<file path="src/rtl/seq_frame_det_ctrl_pkg.sv">
// Shared types and constants for the frame-level serial pattern detector.
package seq_det_pkg;

    typedef enum logic [1:0] {
        IDLE = 2'd0,
        RUN  = 2'd1,
        DONE = 2'd2
    } state_t;

    localparam logic [3:0] PAT_1001 = 4'b1001;

endpackage

</file>
<file path="src/rtl/seq_frame_det_ctrl_if.sv">
// Serial bit-stream handshake between a bit source (master) and the detector (slave).
interface seq_frame_det_ctrl_if;
    logic bit_valid;
    logic bit_in;
    logic bit_ready;

    modport master (
        output bit_valid,
        output bit_in,
        input  bit_ready
    );

    modport slave (
        input  bit_valid,
        input  bit_in,
        output bit_ready
    );
endinterface

</file>
<file path="src/rtl/seq_frame_det_ctrl_core.sv">
// Mealy pattern matcher: history shift register, fill counter, compare and
// overlap handling. Match is combinational in the cycle of the completing bit.
module seq_match_core #(
    parameter int PAT_W = 4
) (
    input  logic             clk,
    input  logic             rst,
    input  logic             clr,
    input  logic             shift,
    input  logic             bit_in,
    input  logic [PAT_W-1:0] pattern,
    input  logic             overlap,
    output logic             match
);
    localparam int                FILL_W   = $clog2(PAT_W + 1);
    localparam logic [FILL_W-1:0] FILL_ARM = FILL_W'(PAT_W - 1);
    localparam logic [FILL_W-1:0] FILL_MAX = FILL_W'(PAT_W);

    logic [PAT_W-2:0]  history_reg, history_next;
    logic [FILL_W-1:0] fill_reg, fill_next;
    logic [PAT_W-1:0]  candidate;
    logic [PAT_W-1:0]  bit_eq;

    // Newest bit sits in the LSB so the oldest arrival lines up with the pattern MSB.
    assign candidate = {history_reg, bit_in};

    generate
        for (genvar gi = 0; gi < PAT_W; gi++) begin : g_cmp
            assign bit_eq[gi] = ~(candidate[gi] ^ pattern[gi]);
        end
    endgenerate

    assign match = shift & (fill_reg >= FILL_ARM) & (&bit_eq);

    always_comb begin
        history_next = history_reg;
        fill_next    = fill_reg;
        if (clr) begin
            history_next = '0;
            fill_next    = '0;
        end else if (shift) begin
            history_next = candidate[PAT_W-2:0];
            if (!match) begin
                fill_next = (fill_reg == FILL_MAX) ? fill_reg : fill_reg + FILL_W'(1);
            end else if (!overlap) begin
                // Non-overlapping: the next match must be built from fresh bits only.
                fill_next = '0;
            end
        end
    end

    always_ff @(posedge clk or posedge rst) begin
        if (rst) begin
            history_reg <= '0;
            fill_reg    <= '0;
        end else begin
            history_reg <= history_next;
            fill_reg    <= fill_next;
        end
    end

endmodule

</file>
<file path="src/rtl/seq_frame_det_ctrl.sv">
// Frame controller: latches config on start, accepts frame_len bits, counts
// matches with saturation and pulses done one cycle after the last bit.
module seq_frame_det_ctrl
    import seq_det_pkg::*;
#(
    parameter int PAT_W = 4,
    parameter int LEN_W = 8,
    parameter int CNT_W = 8
) (
    input  logic                 clk,
    input  logic                 rst,
    input  logic                 start,
    input  logic                 abort,
    input  logic [PAT_W-1:0]     cfg_pattern,
    input  logic                 cfg_overlap,
    input  logic [LEN_W-1:0]     frame_len,
    seq_frame_det_ctrl_if.slave  bit_if,
    output logic                 match,
    output logic                 busy,
    output logic                 done,
    output logic [CNT_W-1:0]     match_cnt,
    output logic                 overflow
);
    state_t            state_reg, state_next;
    logic [LEN_W-1:0]  remaining_reg, remaining_next;
    logic [PAT_W-1:0]  pattern_reg, pattern_next;
    logic              overlap_reg, overlap_next;
    logic [CNT_W-1:0]  match_cnt_reg, match_cnt_next;
    logic              overflow_reg, overflow_next;

    logic start_ok;
    logic frame_go;
    logic accepted;
    logic shift;

    assign start_ok = (state_reg == IDLE) & start;
    assign frame_go = start_ok & (frame_len != '0);
    assign accepted = bit_if.bit_valid & bit_if.bit_ready;
    // A bit accepted alongside abort is dropped entirely.
    assign shift    = accepted & ~abort;

    assign bit_if.bit_ready = (state_reg == RUN);
    assign busy             = (state_reg == RUN);
    assign done             = (state_reg == DONE);
    assign match_cnt        = match_cnt_reg;
    assign overflow         = overflow_reg;

    seq_match_core #(
        .PAT_W (PAT_W)
    ) u_core (
        .clk     (clk),
        .rst     (rst),
        .clr     (frame_go),
        .shift   (shift),
        .bit_in  (bit_if.bit_in),
        .pattern (pattern_reg),
        .overlap (overlap_reg),
        .match   (match)
    );

    always_comb begin
        state_next = state_reg;
        unique case (state_reg)
            IDLE: begin
                if (start) begin
                    state_next = (frame_len != '0) ? RUN : DONE;
                end
            end
            RUN: begin
                if (abort) begin
                    state_next = IDLE;
                end else if (shift && (remaining_reg == LEN_W'(1))) begin
                    state_next = DONE;
                end
            end
            DONE:    state_next = IDLE;
            default: state_next = IDLE;
        endcase
    end

    always_comb begin
        remaining_next = remaining_reg;
        pattern_next   = pattern_reg;
        overlap_next   = overlap_reg;
        if (frame_go) begin
            remaining_next = frame_len;
            pattern_next   = cfg_pattern;
            overlap_next   = cfg_overlap;
        end else if (shift) begin
            remaining_next = remaining_reg - LEN_W'(1);
        end
    end

    always_comb begin
        match_cnt_next = match_cnt_reg;
        overflow_next  = overflow_reg;
        if (start_ok) begin
            match_cnt_next = '0;
            overflow_next  = 1'b0;
        end else if (match) begin
            // Saturate: a match that cannot be counted flags overflow instead.
            if (&match_cnt_reg) begin
                overflow_next = 1'b1;
            end else begin
                match_cnt_next = match_cnt_reg + CNT_W'(1);
            end
        end
    end

    always_ff @(posedge clk or posedge rst) begin
        if (rst) begin
            state_reg     <= IDLE;
            remaining_reg <= '0;
            pattern_reg   <= '0;
            overlap_reg   <= 1'b0;
            match_cnt_reg <= '0;
            overflow_reg  <= 1'b0;
        end else begin
            state_reg     <= state_next;
            remaining_reg <= remaining_next;
            pattern_reg   <= pattern_next;
            overlap_reg   <= overlap_next;
            match_cnt_reg <= match_cnt_next;
            overflow_reg  <= overflow_next;
        end
    end

endmodule

</file>
<file path="src/flat_wrapper.sv">
// flat-port wrapper written by rule: the top's interface ports become plain ports
module seq_frame_det_ctrl_flat import seq_det_pkg::*;
#(
    parameter int PAT_W = 4,
    parameter int LEN_W = 8,
    parameter int CNT_W = 8
)
  (clk, rst, start, abort, cfg_pattern, cfg_overlap, frame_len, match, busy, done, match_cnt, overflow, bit_if_bit_valid, bit_if_bit_in, bit_if_bit_ready);
  seq_frame_det_ctrl_if bit_if_i ();
  input  logic clk;
  input  logic rst;
  input  logic start;
  input  logic abort;
  input  logic [PAT_W-1:0] cfg_pattern;
  input  logic cfg_overlap;
  input  logic [LEN_W-1:0] frame_len;
  output logic match;
  output logic busy;
  output logic done;
  output logic [CNT_W-1:0] match_cnt;
  output logic overflow;
  input wire logic [$bits(bit_if_i.bit_valid)-1:0] bit_if_bit_valid;
  input wire logic [$bits(bit_if_i.bit_in)-1:0] bit_if_bit_in;
  output wire logic [$bits(bit_if_i.bit_ready)-1:0] bit_if_bit_ready;
  assign bit_if_i.bit_valid = bit_if_bit_valid;
  assign bit_if_i.bit_in = bit_if_bit_in;
  assign bit_if_bit_ready = bit_if_i.bit_ready;
  seq_frame_det_ctrl #(.PAT_W(PAT_W), .LEN_W(LEN_W), .CNT_W(CNT_W)) u_core (.clk(clk), .rst(rst), .start(start), .abort(abort), .cfg_pattern(cfg_pattern), .cfg_overlap(cfg_overlap), .frame_len(frame_len), .bit_if(bit_if_i), .match(match), .busy(busy), .done(done), .match_cnt(match_cnt), .overflow(overflow));
endmodule
</file>
<file path="config.mk">
export PLATFORM = sky130hd
export DESIGN_NAME = seq_frame_det_ctrl_flat
export DESIGN_NICKNAME = d
export VERILOG_FILES = /design/src/rtl/seq_frame_det_ctrl_pkg.sv /design/src/rtl/seq_frame_det_ctrl_if.sv /design/src/rtl/seq_frame_det_ctrl_core.sv /design/src/rtl/seq_frame_det_ctrl.sv /design/src/flat_wrapper.sv
export SDC_FILE = /design/constraint.sdc
export NUM_CORES = 1
export LEC_CHECK = 0
export CAP_MARGIN = 20
export CORE_ASPECT_RATIO = 1.2
export CORE_MARGIN = 2
export CORE_UTILIZATION = 55
export DETAILED_ROUTE_END_ITERATION = 8
export GPL_TIMING_DRIVEN = 0
export MAX_ROUTING_LAYER = met4
export PLACE_DENSITY = 0.84
export SLEW_MARGIN = 20
export SYNTH_ARGS = -nofsm -noshare
export SYNTH_HDL_FRONTEND = slang
export SYNTH_SLANG_ARGS = --single-unit
</file>
<file path="constraint.sdc">
create_clock -name clk -period 4.27 [get_ports clk]
set_input_delay 0.6405 -clock clk [delete_from_list [all_inputs] [get_ports clk]]
set_output_delay 0.6405 -clock clk [all_outputs]
set_load 0.05 [all_outputs]
</file>
Yosys cells after proc, flatten, opt, wreduce, memory -nomap -nowiden. Cells that the tools add are included.

Register bits after elaboration: 30. Bits in latches: 0. Bits in writable memories: 0. ROM bits: 0. Input bits: 19. Output and inout bits: 13. Memories kept: 0.

$add $sub $neg: 3. Multiply operators: 0. Div/mod/pow operators: 0. Order comparisons: 1. Equality and inequality tests: 9. Shift-type cells: 0. Muxes and demuxes: 20. Bitwise operators: 15. Reductions and logical operators: 12.

Operators by type and width (number): $mux 8 (5); $mux 3 (7); $add 8x1->8 const B (1); $eq 8x1->1 const B (1); $mux 2 (4); $reduce_and 8->1 (1); $reduce_bool 8->1 (1); $sub 8x1->8 const B (1); $and 1x1->1 (6); $ne 3x3->1 const B (2); $reduce_and 2->1 (3); $reduce_bool 2->1 (3); $not 1->1 (5); $pmux 2 s2 (1); $reduce_and 4->1 (1); $xor 1x1->1 (4); $add 3x1->3 const B (1); $eq 3x3->1 const B (1); $ge 3x2->1 const B (1); $mux 1 (3); $ne 3x2->1 const B (1); $reduce_and 3->1 (1); $eq 2x1->1 const B (1); $eq 2x2->1 const B (1); other kinds (4) (4).

Longest topological paths before layout. Gate-level depths: netlist of run 1.

Word-level depth: 8. Gate-level depth with buffers: 8.

Hierarchy. From an unflattened synthesis of run 1, not the netlist that was laid out.

Cells, all modules: 180. Area, all modules: 1720.4 sq um.

By module, submodules not included: seq_frame_det_ctrl (times used 1, cells each 140, area each 1292.5 sq um, seq. area each 600.6 sq um); seq_match_core (times used 1, cells each 40, area each 427.9 sq um, seq. area each 150.1 sq um).

Worst setup path after synthesis of run 1. OpenSTA, ideal clock, no wires.

Kind: input to output. Start point: input bit_if_bit_valid. End point: output match. Data arrival time: 1.572 ns. Required time: 3.629 ns. Slack: 2.057 ns. Stages on the path: 3. Cells stage by stage: nor4bb_1 > buf_2 > and3_1.

Cells in the longest elaborated chain, start to end: 4.

Ends and longest elaborated chain: start, declared (line flat_wrapper.sv:22) `input wire logic [$bits(bit_if_i.bit_valid)-1:0] bit_if_bit_valid;`; $and 1x1->1 (line seq_frame_det_ctrl.sv:38) `assign accepted = bit_if.bit_valid & bit_if.bit_ready;`; $and 1x1->1 (line seq_frame_det_ctrl.sv:40) `assign shift = accepted & ~abort;`; $and 1x1->1 (2 in a row) (line seq_frame_det_ctrl_core.sv:33) `assign match = shift & (fill_reg >= FILL_ARM) & (&bit_eq);`; end, declared (line flat_wrapper.sv:17) `output logic match;`.

No other way between the ends.

Worst setup path after layout of run 1. Ends and elaborated chain as after synthesis.

==> results.md, run 1 <==
Routing:
- The first routing iteration left between 70 and 80 violations.
- The number of nets with antenna violations after detailed routing is 0.
- The per-cell via count in the routed design is 5.95.
- For this run, design rule violations remaining after detail routing come to 0.
- Detailed routing inserted a total of about 1500 vias.
- The final routed wire length divided by cell count is between 15 and 20 um.
- The first detailed-routing pass ran for 4 iterations.
- The overall routed net length is between 3000 and 4000 um.

Layout:
- The post-route core utilization is roughly 74%.
- 0 antenna diodes ended up in the layout.
- The finished layout holds 254 standard cells, fillers aside.
- The total non-filler cell area in the finished layout is roughly 0.0021 mm^2.
- The final layout contains about 240 nets.
- The fraction of layout instances using a drive strength above 1 is 10.5%.
- Compared with the post-synthesis result, the final layout area differs by 26.5%.

CTS:
- Counting every sink on the clock net gives 30.
- CTS built an H-tree with a depth of 2.
- At the later pin of the worst-skew pair, clock insertion delay measures between 300 and 400 ps.
- Clock tree synthesis inserted a total of 5 buffers.
- Clock-pin slew was measured on the worst setup and hold paths at 100 ps.
- TritonCTS built the clock tree.
- The longest clock path from root to sink contains 2 buffers.
- The cell chosen for the clock root is sky130_fd_sc_hd__clkbuf_4.
- The count of buffers added by post-CTS timing repair for setup is 0.
- For this design, the CTS-stage hold fixing added 0 buffers.
- Post-CTS repair changed the size of 0 cells.

Yosys:
- Synthesis produced 180 cells.
- The synthesized netlist occupies a cell area of 0.00166 mm^2.
- The main flop type after synthesis is sky130_fd_sc_hd__dfrtp_1.
- The post-synthesis area per instance is 9.24 um^2.
- The dominant cell type by area after synthesis is sky130_fd_sc_hd__dfrtp_1.
- In the post-synthesis netlist, the biggest area contributors are sky130_fd_sc_hd__dfrtp_1 45%, sky130_fd_sc_hd__nand2_1 8.8%, sky130_fd_sc_hd__ha_1 4.5%.
- The register bit count reported by yosys is 30.
- In this run, synthesis inferred 0 flip-flops with an integrated enable.
- The yosys synthesis warning count is 0.
- The area share of the largest cell type after synthesis is 45.1%.
- The proportion of synthesized chip area in sequential cells is 45.1%.
- In the post-synthesis netlist, the cell with the most instances is sky130_fd_sc_hd__nand2_1.
- By count the netlist is led by 39 x sky130_fd_sc_hd__nand2_1, 30 x sky130_fd_sc_hd__dfrtp_1, 11 x sky130_fd_sc_hd__a21oi_1, 8 x sky130_fd_sc_hd__nor2_1, 8 x sky130_fd_sc_hd__o21ai_0.
- The number of nets in the synthesized netlist is 205.
- The fraction of registers with async set/reset is 100%.
- After synthesis, the netlist uses 47 different library cells.

Floorplan:
- The floorplan core area is approximately 0.0028 mm^2.
- The number of placement rows is 21.
- The die boundary height is 64.2 um.
- The starting density of the core is roughly three fifths.
- Measured along the x axis, the die boundary spans roughly 54 um.
- The I/O pin count is 32.
- The die footprint is 0.00348 mm^2.

Power and ir drop:
- The cell internal power dissipation is 0.617 mW.
- Combinational cells account for between 30% and 40% of the total power.
- VDD sags by at most ~300 uV.
- The sequential fraction of design power is 43.0%.
- The part of the power in the clock network is between 10% and 20%.
- The total power is 1.05 mW.
- Dividing total power by cell area gives a power density of 498 mW/mm^2.
- Summed over all nets, the switching power comes to 0.431 mW.
- The analysis attributes to cell leakage a power of 0.919 nW.
- The net switching share of the total power is 41.1%.

Timing:
- The worst relative slew slack is 54.7%.
- The clock period could shrink to about 3400 ps.
- After layout, the worst setup slack is between 800 and 900 ps.
- Adding up every negative setup slack in the final design gives 0 ps.
- Setup repair after global routing left no endpoint under its margin.
- The worst hold slack after final layout is 505 ps.
- The number of hold violations in the final report came to 0.
- The final setup violation count is 0.
- The final count of pins violating max slew came to 0.
- The transition at the pin with the smallest max-transition slack is 678 ps.
- On the final layout, the worst clock skew is ~10 ps.
- Derived from the worst setup path, the maximum achievable clock frequency is ~290 MHz.
- The final clock period utilization by the worst path is 80.5%.

Global route:
- The pin count of the biggest net entering global routing is 17.
- Global routing consumed, over all layers together, 26.7% of the routing resources.
- The wire length of the first global-routing pass is between 6000 and 7000 um.
- The initial antenna violation count is 0.
- For this run the aggregate overflow at the end of global routing stands at 0.
- The number of global-route vias before repair is 1533.

Worst setup path:
- The end of the worst register-to-register path is u_core.u_core.fill_reg[2].
- Of all nets on the critical path, the largest fanout is 9.
- STA classifies the critical path startpoint as an input port.
- The reg-to-reg startpoint is u_core.u_core.fill_reg[0].
- The setup check on the worst reg-to-reg path leaves a slack of 2230 ps.
- Data on the critical path is required at its endpoint by approximately 3600 ps.
- The critical setup path kind is in -> out.
- The critical path capture point type is a primary output.
- The depth of the worst register-to-register path is 7.
- The endpoint of the most critical setup path is match.
- STA puts the critical path data arrival time at 2800 ps.
- The source of the critical timing path is bit_if_bit_valid.

Placement:
- The count of input and output buffers is 31.
- Timing analysis after detailed placement gives a worst setup slack of 866 ps.
- The last weighted congestion value of the routability-driven placer is 0.844.
- The placed standard-cell area is around 0.0020 mm^2.
- Including well taps, the total number of placed cells is 246.
- Detailed placement ended at an HPWL of 2910 um.

Run status:
- The flow ran to the end, and the final reports show no timing, DRC or antenna violations.

Worst hold path:
- In this run the worst hold path is classified as reg -> reg.

Run:
- The max-capacitance violation count is 0.
==> routing by layer <==
layer	up-vias	routed length (um)	share of wire, %	global-route usage, %
met5	-	0	0	-
met4	0	61	1.6	11.9
met3	8	227	5.8	4.44
met2	56	2050	52	42.9
met1	735	1590	40	32.0
li1	713	-	-	-
==> cell usage in the layout (no fill, tap or decap), types with 5 or more instances in the layout <==
cell type and n:
sky130_fd_sc_hd__a21oi_1 11, sky130_fd_sc_hd__o21ai_0 8, sky130_fd_sc_hd__nor2_1 8, sky130_fd_sc_hd__nand2_1 39, sky130_fd_sc_hd__clkbuf_4 5, sky130_fd_sc_hd__xor2_1 6
sky130_fd_sc_hd__ha_1 6, sky130_fd_sc_hd__dfrtp_1 30, sky130_fd_sc_hd__clkdlybuf4s50_1 31, sky130_fd_sc_hd__inv_1 7
==> how the worst min path moves through the flow <==
| stage | from | end | slack [ps] | depth (start not counted) |
|---|---|---|---|---|
| after floorplan | u_core.overlap_reg | u_core.overlap_reg | 450 | 2 |
| after detailed placement | u_core.overlap_reg | u_core.overlap_reg | 480 | 2 |
| after global routing | u_core.overlap_reg | u_core.overlap_reg | 540 | 2 |
| final | u_core.overlap_reg | u_core.overlap_reg | 500 | 2 |
| after global placement | u_core.overlap_reg | u_core.overlap_reg | 480 | 2 |
| after CTS | u_core.overlap_reg | u_core.overlap_reg | 510 | 2 |
==> power groups by stage <==
stage                     Clock [mW]  Combinational (mW)  Sequential, mW
final                          0.184               0.414           0.451
after global routing           0.205               0.458           0.465
after CTS                      0.185               0.414           0.449
after detailed placement           0               0.412           0.454
after global placement             0               0.389           0.448
after floorplan                    0               0.305           0.434
==> critical path, cell delays in order <==
cell	delay, ps
sky130_fd_sc_hd__clkdlybuf4s50_1	510
sky130_fd_sc_hd__nor4bb_1	310
sky130_fd_sc_hd__buf_2	270
sky130_fd_sc_hd__and3_1	250
sky130_fd_sc_hd__clkdlybuf4s50_1	820
==> logic make-up after synthesis <==
logic type,synth area share (%)
flip-flops,45.1
multiplexers,1.88
AND/OR/NAND/NOR,26.4
AO/OA/AOI/OAI,14.0
adder cells (fa/ha/maj),4.51
buffers and inverters,3.84
XOR/XNOR,4.21
==> cell type report <==
cell class,instances,area (um^2)
sequential,30,751
clock buffer,7,55.1
inverter,7,26.3
clock inverter,1,5.00
timing repair buffer,32,338
fill,215,734
multi-input combinational,137,848
buffer,6,37.5
tap,34,42.5
Power figures use the tool's default switching activity.
==> run 2, diff against run 1 <==
Settings changed: CORE_UTILIZATION 55 to 51, PLACE_DENSITY 0.84 to 0.79.
Clock period 4.27 ns to 3.4 ns, I/O delays scaled along.
==> run 2 against run 1 <==
Net effect: cell count is 0.79% higher; register-to-register slack worse by 840 ps; power is 24% higher; critical path type unchanged; critical endpoint unchanged; highest routed layer unchanged.
==> results.md, run 2 (same netlist as run 1, synthesis figures left out) <==
Worst setup path:
- The source of the critical timing path is bit_if_bit_valid (unchanged).
- The critical setup path kind is in -> out (unchanged).
- The critical-path maximum fanout is 9 (unchanged).
- The critical path capture point type is a primary output (unchanged).
- The worst endpoint data arrival time is 2600 ps (was 2800 ps).
- The kind of start point of the critical path is an input port (unchanged).
- The required time of the critical path is 2890 ps (was 3630 ps).
- The reg-to-reg startpoint is u_core.u_core.fill_reg[0] (unchanged).

Layout:
- The total inserted antenna cells is 0 (unchanged).
- The post-route core utilization is 67.9% (was 74.1%).
- The most common library cell in the layout ignoring fill and taps is sky130_fd_sc_hd__nand2_1 (unchanged).
- The fraction of layout instances using a drive strength above 1 was 10.5% (unchanged).
- The number of nets in the final layout is 244 (unchanged).
- The total non-filler cell area in the finished layout is 0.00209 mm^2 (was 0.00210 mm^2).
- The post-synthesis to final-layout area growth is 25.9% (was 26.5%).
- Most used cells in the layout excluding fill and tap cells: 39 x sky130_fd_sc_hd__nand2_1, 31 x sky130_fd_sc_hd__clkdlybuf4s50_1, 30 x sky130_fd_sc_hd__dfrtp_1, 11 x sky130_fd_sc_hd__a21oi_1 (unchanged).

Routing:
- The final routed wire length divided by cell count is 14.8 um (was 15.4 um).
- The overall routed net length is 3780 um (was 3920 um).
- The per-cell via count in the routed design is 5.68 (was 5.95).
- The number of iterations in the first detailed-routing pass came to 4 (unchanged).
- The number of nets with antenna violations after detailed routing came to 0 (unchanged).
- The total number of vias was 1454 (was 1512).
- The violation count after the first detailed-route iteration is 90 (was 77).
- The post-detailed-route DRC marker count was 0 (unchanged).

Power and ir drop:
- The worst vdd rail ir drop is 442 uV (was 303 uV).
- The power density of the placed cells was 620 mW/mm^2 (was 498 mW/mm^2).
- The static leakage came to 0.914 nW (was 0.919 nW).
- The total power is 1.30 mW (was 1.05 mW).

Timing:
- The final count of pins violating max slew is 0 (unchanged).
- The final setup violation count was 0 (unchanged).
- The worst setup slack after layout is 289 ps (was 832 ps).
- The highest achievable clock rate is approximately 320 MHz.
- The transition at the pin with the smallest max-transition slack is 508 ps (was 678 ps).
- The setup TNS is 0 ps (unchanged).
- The worst relative slew slack is 66.0% (was 54.7%).
- The clock skew was 2.21 ps (was 10.0 ps).
- RSZ-0062 raised after global routing: false (unchanged).
- The final clock period utilization by the worst path is approximately 90%.
- The number of hold violations in the final report came to 0 (unchanged).
- The clock period minus final worst setup slack is 3110 ps.

Global route:
- The number of global-route vias before repair is 1470 (was 1533).
- The pin count of the biggest net entering global routing is 20 (was 17).
- The sum of overflow across all layers after global routing is 0 (unchanged).
- The initial antenna violation count is 0 (unchanged).
- The wire length of the first global-routing pass is 6530 um (was 6700 um).
- The overall fraction of global-route tracks in use is 23.4% (was 26.7%).

Placement:
- The count of input and output buffers came to 31 (unchanged).
- The HPWL after detailed placement is 2870 um (was 2910 um).
- The last weighted congestion value of the routability-driven placer is 0.908 (was 0.844).
- The worst-case setup slack after placement is 297 ps (was 866 ps).
- The placed standard-cell area was 0.00203 mm^2 (was 0.00204 mm^2).

CTS:
- The H-tree depth reported by CTS came to 2 (unchanged).
- The maximum clock insertion buffer count is 2 (unchanged).
- The register clock-pin slew on the reported worst setup and hold paths is 90 ps (was 100 ps).
- The cell chosen for the clock root was sky130_fd_sc_hd__clkbuf_4 (unchanged).
- The count of buffers added by post-CTS timing repair for setup is 0 (unchanged).
- The number of clock sinks is 30 (unchanged).
- The number of buffers inserted during clock tree synthesis is 5 (unchanged).
- The clock latency reported for the late side of the worst-skew pair came to 330 ps (was 340 ps).
- The CTS tree is yes (unchanged).
- The count of cells resized by post-cts repair came to 0 (unchanged).
- The number of hold-repair buffers added at the cts stage is 0 (unchanged).

Run:
- The max-capacitance violation count is 0 (unchanged).

Floorplan:
- The floorplan core area came to 0.00308 mm^2 (was 0.00284 mm^2).
- The x dimension of the die is 56.1 um (was 54.2 um).
- The die boundary height is 66.6 um (was 64.2 um).
- The I/O pin count is 32 (unchanged).
- The die footprint was 0.00374 mm^2 (was 0.00348 mm^2).
- The starting density of the core was 53.9% (was 58.6%).
- The number of placement rows came to 22 (was 21).

Run status:
- Status: completed (unchanged).

Worst hold path:
- The worst min-delay path class is in -> async (was reg -> reg).
-- run 2: cell counts in the layout (fill, tap and decap cells not counted) --
No cell type changed its count.
-- run 2: layer usage --
layer / share of wire (%) / GRT usage (%)
met3: 4.1 / 5.83
met2: 51 / 39.6
met5: 0 / -
met4: 1.2 / 8.93
met1: 44 / 27.0
-- run 2: worst paths after layout --
path                                              to  slack (ps)  cells after the start
setup reg to reg           u_core.u_core.fill_reg[2]        1390                      7
setup / recovery                               match         290                      5
hold reg to reg                   u_core.overlap_reg         500                      2
hold / removal                   u_core.match_cnt[0]         490                      2
max in group asynchronous      u_core.pattern_reg[0]        2420                      3
min in group clk                  u_core.overlap_reg         500                      2
-- run 2: cell type report --
cell class,count,area [um^2]
clock inverter,1,5.00
multi-input combinational,137,848
sequential,30,751
clock buffer,7,55.1
inverter,7,26.3
timing repair buffer,32,325
fill,259,990
buffer,6,37.5
tap,36,45.0
-- run 2: metrics by stage --
stage / hold WS (ps) / instances
finish: 493 / 256
global route: 506 / 256
CTS: 494 / 256
detailed placement: 472 / 248
global placement: 474 / 247
floorplan: 445 / 180
-- run 2: critical path: stages --
cell                              delay [ps]
sky130_fd_sc_hd__clkdlybuf4s50_1         510
sky130_fd_sc_hd__nor4bb_1                260
sky130_fd_sc_hd__buf_2                   250
sky130_fd_sc_hd__and3_1                  250
sky130_fd_sc_hd__clkdlybuf4s50_1         820
-- run 2: report_power, final --
group | switching (mW) | total (mW) | leakage, nW | internal, mW
Clock | 0.121 | 0.221 | 0.0353 | 0.100
Sequential | 0.105 | 0.567 | 0.392 | 0.462
Combinational | 0.299 | 0.510 | 0.487 | 0.211
Total | 0.526 | 1.30 | 0.914 | 0.772
==> run 3, diff against run 2 <==
Settings changed: CAP_MARGIN 20 to not set.
==> run 3 against run 2 <==
Net effect: global-route usage hardly changed; utilization decreased by 0.37 points; maximum frequency increased by 0.14%; clock power up 2%; hold slack gained 14 ps; combinational power hardly changed; flip-flop and latch count stayed put; die area unchanged.
==> results.md, run 3 (same netlist as run 1, synthesis figures left out) <==
Run status:
- Status: completed (unchanged).

Global route:
- The sum of overflow across all layers after global routing is 0 (unchanged).
- The wire length of the first global-routing pass is 6580 um (was 6530 um).
- The pin count of the biggest net entering global routing is 31 (was 20).
- The number of global-route vias before repair is 1450 (was 1470).
- The initial antenna violation count is 0 (unchanged).
- The overall fraction of global-route tracks in use is 23.4% (about the same).

Layout:
- The filler cell count is 258 (was 259).
- The post-synthesis to final-layout area growth was 25.2% (was 25.9%).
- The post-route core utilization is 67.5% (was 67.9%).
- The total inserted antenna cells is 0 (unchanged).
- The fraction of layout instances using a drive strength above 1 is 11.0% (was 10.5%).
- The number of nets in the final layout is 243 (was 244).
- The most common library cell in the layout ignoring fill and taps was sky130_fd_sc_hd__nand2_1 (unchanged).
- Most used cells in the layout excluding fill and tap cells: 39 x sky130_fd_sc_hd__nand2_1, 31 x sky130_fd_sc_hd__clkdlybuf4s50_1, 30 x sky130_fd_sc_hd__dfrtp_1, 11 x sky130_fd_sc_hd__a21oi_1 (unchanged).

Timing:
- The final clock period utilization by the worst path is 91.4% (was 91.5%).
- The final setup violation count was 0 (unchanged).
- RSZ-0062 raised after global routing: false (unchanged).
- The worst setup slack after layout is 294 ps (was 289 ps).
- The worst hold slack after final layout is 508 ps (was 493 ps).
- The setup TNS is 0 ps (unchanged).
- The clock period minus final worst setup slack was 3110 ps (about the same).
- The worst relative slew slack is 59.6% (was 66.0%).
- The highest achievable clock rate is 322 MHz (was 321 MHz).
- The number of hold violations in the final report is 0 (unchanged).
- The transition at the pin with the smallest max-transition slack was 606 ps (was 508 ps).
- The final count of pins violating max slew was 0 (unchanged).
- The clock skew is 7.63 ps (was 2.21 ps).

Worst setup path:
- The critical-path maximum fanout came to 9 (unchanged).
- The kind of start point of the critical path was an input port (unchanged).
- The end of the worst register-to-register path is u_core.u_core.fill_reg[2] (unchanged).
- The depth of the worst register-to-register path is 7 (unchanged).
- The required time of the critical path is 2890 ps (about the same).
- The critical setup path kind is in -> out (unchanged).
- The critical path capture point type was a primary output (unchanged).
- The reg-to-reg startpoint is u_core.u_core.fill_reg[0] (unchanged).
- The worst endpoint data arrival time is 2600 ps (about the same).
- The register-to-register setup slack was 1370 ps (was 1390 ps).

CTS:
- The cell chosen for the clock root was sky130_fd_sc_hd__clkbuf_4 (unchanged).
- The H-tree depth reported by CTS is 2 (unchanged).
- The count of cells resized by post-cts repair is 0 (unchanged).
- The maximum clock insertion buffer count came to 2 (unchanged).
- The clock latency reported for the late side of the worst-skew pair is 330 ps (about the same).
- The CTS tree is yes (unchanged).
- The count of buffers added by post-CTS timing repair for setup is 0 (unchanged).
- The number of clock sinks is 30 (unchanged).
- The number of hold-repair buffers added at the cts stage was 0 (unchanged).
- The register clock-pin slew on the reported worst setup and hold paths is 90 ps (about the same).
- The number of buffers inserted during clock tree synthesis is 5 (unchanged).

Placement:
- The HPWL after detailed placement is 2820 um (was 2870 um).
- The count of input and output buffers is 31 (unchanged).
- The worst-case setup slack after placement is 291 ps (was 297 ps).
- The last weighted congestion value of the routability-driven placer was 0.908 (unchanged).

Routing:
- The overall routed net length is 3750 um (was 3780 um).
- The total number of vias is 1457 (was 1454).
- The post-detailed-route DRC marker count is 0 (unchanged).
- The number of nets with antenna violations after detailed routing is 0 (unchanged).
- The violation count after the first detailed-route iteration is 62 (was 90).
- The number of iterations in the first detailed-routing pass was 4 (unchanged).
- The per-cell via count in the routed design came to 5.71 (was 5.68).
- The final routed wire length divided by cell count is 14.7 um (was 14.8 um).

Power and ir drop:
- The combinational power share is 39.0% (was 39.3%).
- The static leakage is 0.905 nW (was 0.914 nW).
- The part of the power in the clock network is 17.3% (was 17.1%).
- The cell internal power dissipation is 0.769 mW (was 0.772 mW).
- The sequential fraction of design power is 43.7% (about the same).
- The switching power summed over all nets is 0.530 mW (was 0.526 mW).
- The net switching share of the total power is 40.8% (was 40.5%).
- The worst vdd rail ir drop is 402 uV (was 442 uV).
- The power density of the placed cells is 624 mW/mm^2 (was 620 mW/mm^2).

Run:
- The max-capacitance violation count is 0 (unchanged).

Floorplan:
- The die boundary height is 66.6 um (unchanged).
- The I/O pin count is 32 (unchanged).
- The starting density of the core came to 53.9% (unchanged).
- The floorplan core area was 0.00308 mm^2 (unchanged).
- The number of placement rows is 22 (unchanged).
- The die footprint is 0.00374 mm^2 (unchanged).
- The x dimension of the die is 56.1 um (unchanged).

Worst hold path:
- The worst min-delay path class is reg -> reg (was in -> async).
- The path with the worst hold slack has its endpoint at u_core.overlap_reg.
- The startpoint of the worst hold path is u_core.overlap_reg.
- The worst hold path stage count is 2.
## run 3: cell count changes in the layout (fill, tap and decap cells not counted), sizes merged
cell | previous run | this run
clkinvlp | 0 | 1
buf | 6 | 5
clkbuf | 8 | 7
## run 3: power by group through the flow
stage | clock [mW] | sequential (mW) | combinational (mW)
finish | 0.225 | 0.567 | 0.507
global route | 0.248 | 0.583 | 0.565
CTS | 0.231 | 0.563 | 0.510
detailed placement | 0 | 0.571 | 0.508
global placement | 0 | 0.563 | 0.492
floorplan | 0 | 0.545 | 0.383
## run 3: layout make-up
type | count | area [um^2] | share of cell area, %
sequential | 30 | 751 | 36.1
clock inverter | 2 | 12.5 | 0.601
clock buffer | 6 | 51.3 | 2.46
multi-input combinational | 137 | 848 | 40.7
buffer | 6 | 37.5 | 1.80
tap | 36 | 45.0 | 2.16
inverter | 7 | 26.3 | 1.26
timing repair buffer | 31 | 310 | 14.9
## run 3: worst max-delay path by stage
stage	endpoint	cells after the start	slack, ps	start
finish	match	5	290	bit_if_bit_valid
global route	match	5	140	bit_if_bit_valid
CTS	match	5	300	bit_if_bit_valid
detailed placement	match	5	290	bit_if_bit_valid
global placement	match	5	290	bit_if_bit_valid
floorplan	busy	2	1340	u_core.state_reg[0]
## run 3: through the flow
stage,instance area (um^2),power [mW],instances
final,2080,1.30,255
after global routing,2080,1.40,255
after CTS,2080,1.30,255
after detailed placement,2020,1.08,247
after global placement,2020,1.05,247
after floorplan,1660,0.928,180
## run 3: critical path, stage by stage
cell	delay [ps]
sky130_fd_sc_hd__clkdlybuf4s50_1	510
sky130_fd_sc_hd__nor4bb_1	260
sky130_fd_sc_hd__buf_2	240
sky130_fd_sc_hd__and3_1	250
sky130_fd_sc_hd__clkdlybuf4s50_1	820
## run 3: layer usage
layer	global-route usage, %	share of wire, %	up-vias
li1	-	-	718
met1	27.4	42	693
met2	39.6	51	39
met3	5.24	4.8	7
met4	8.93	1.5	0
met5	-	0	-
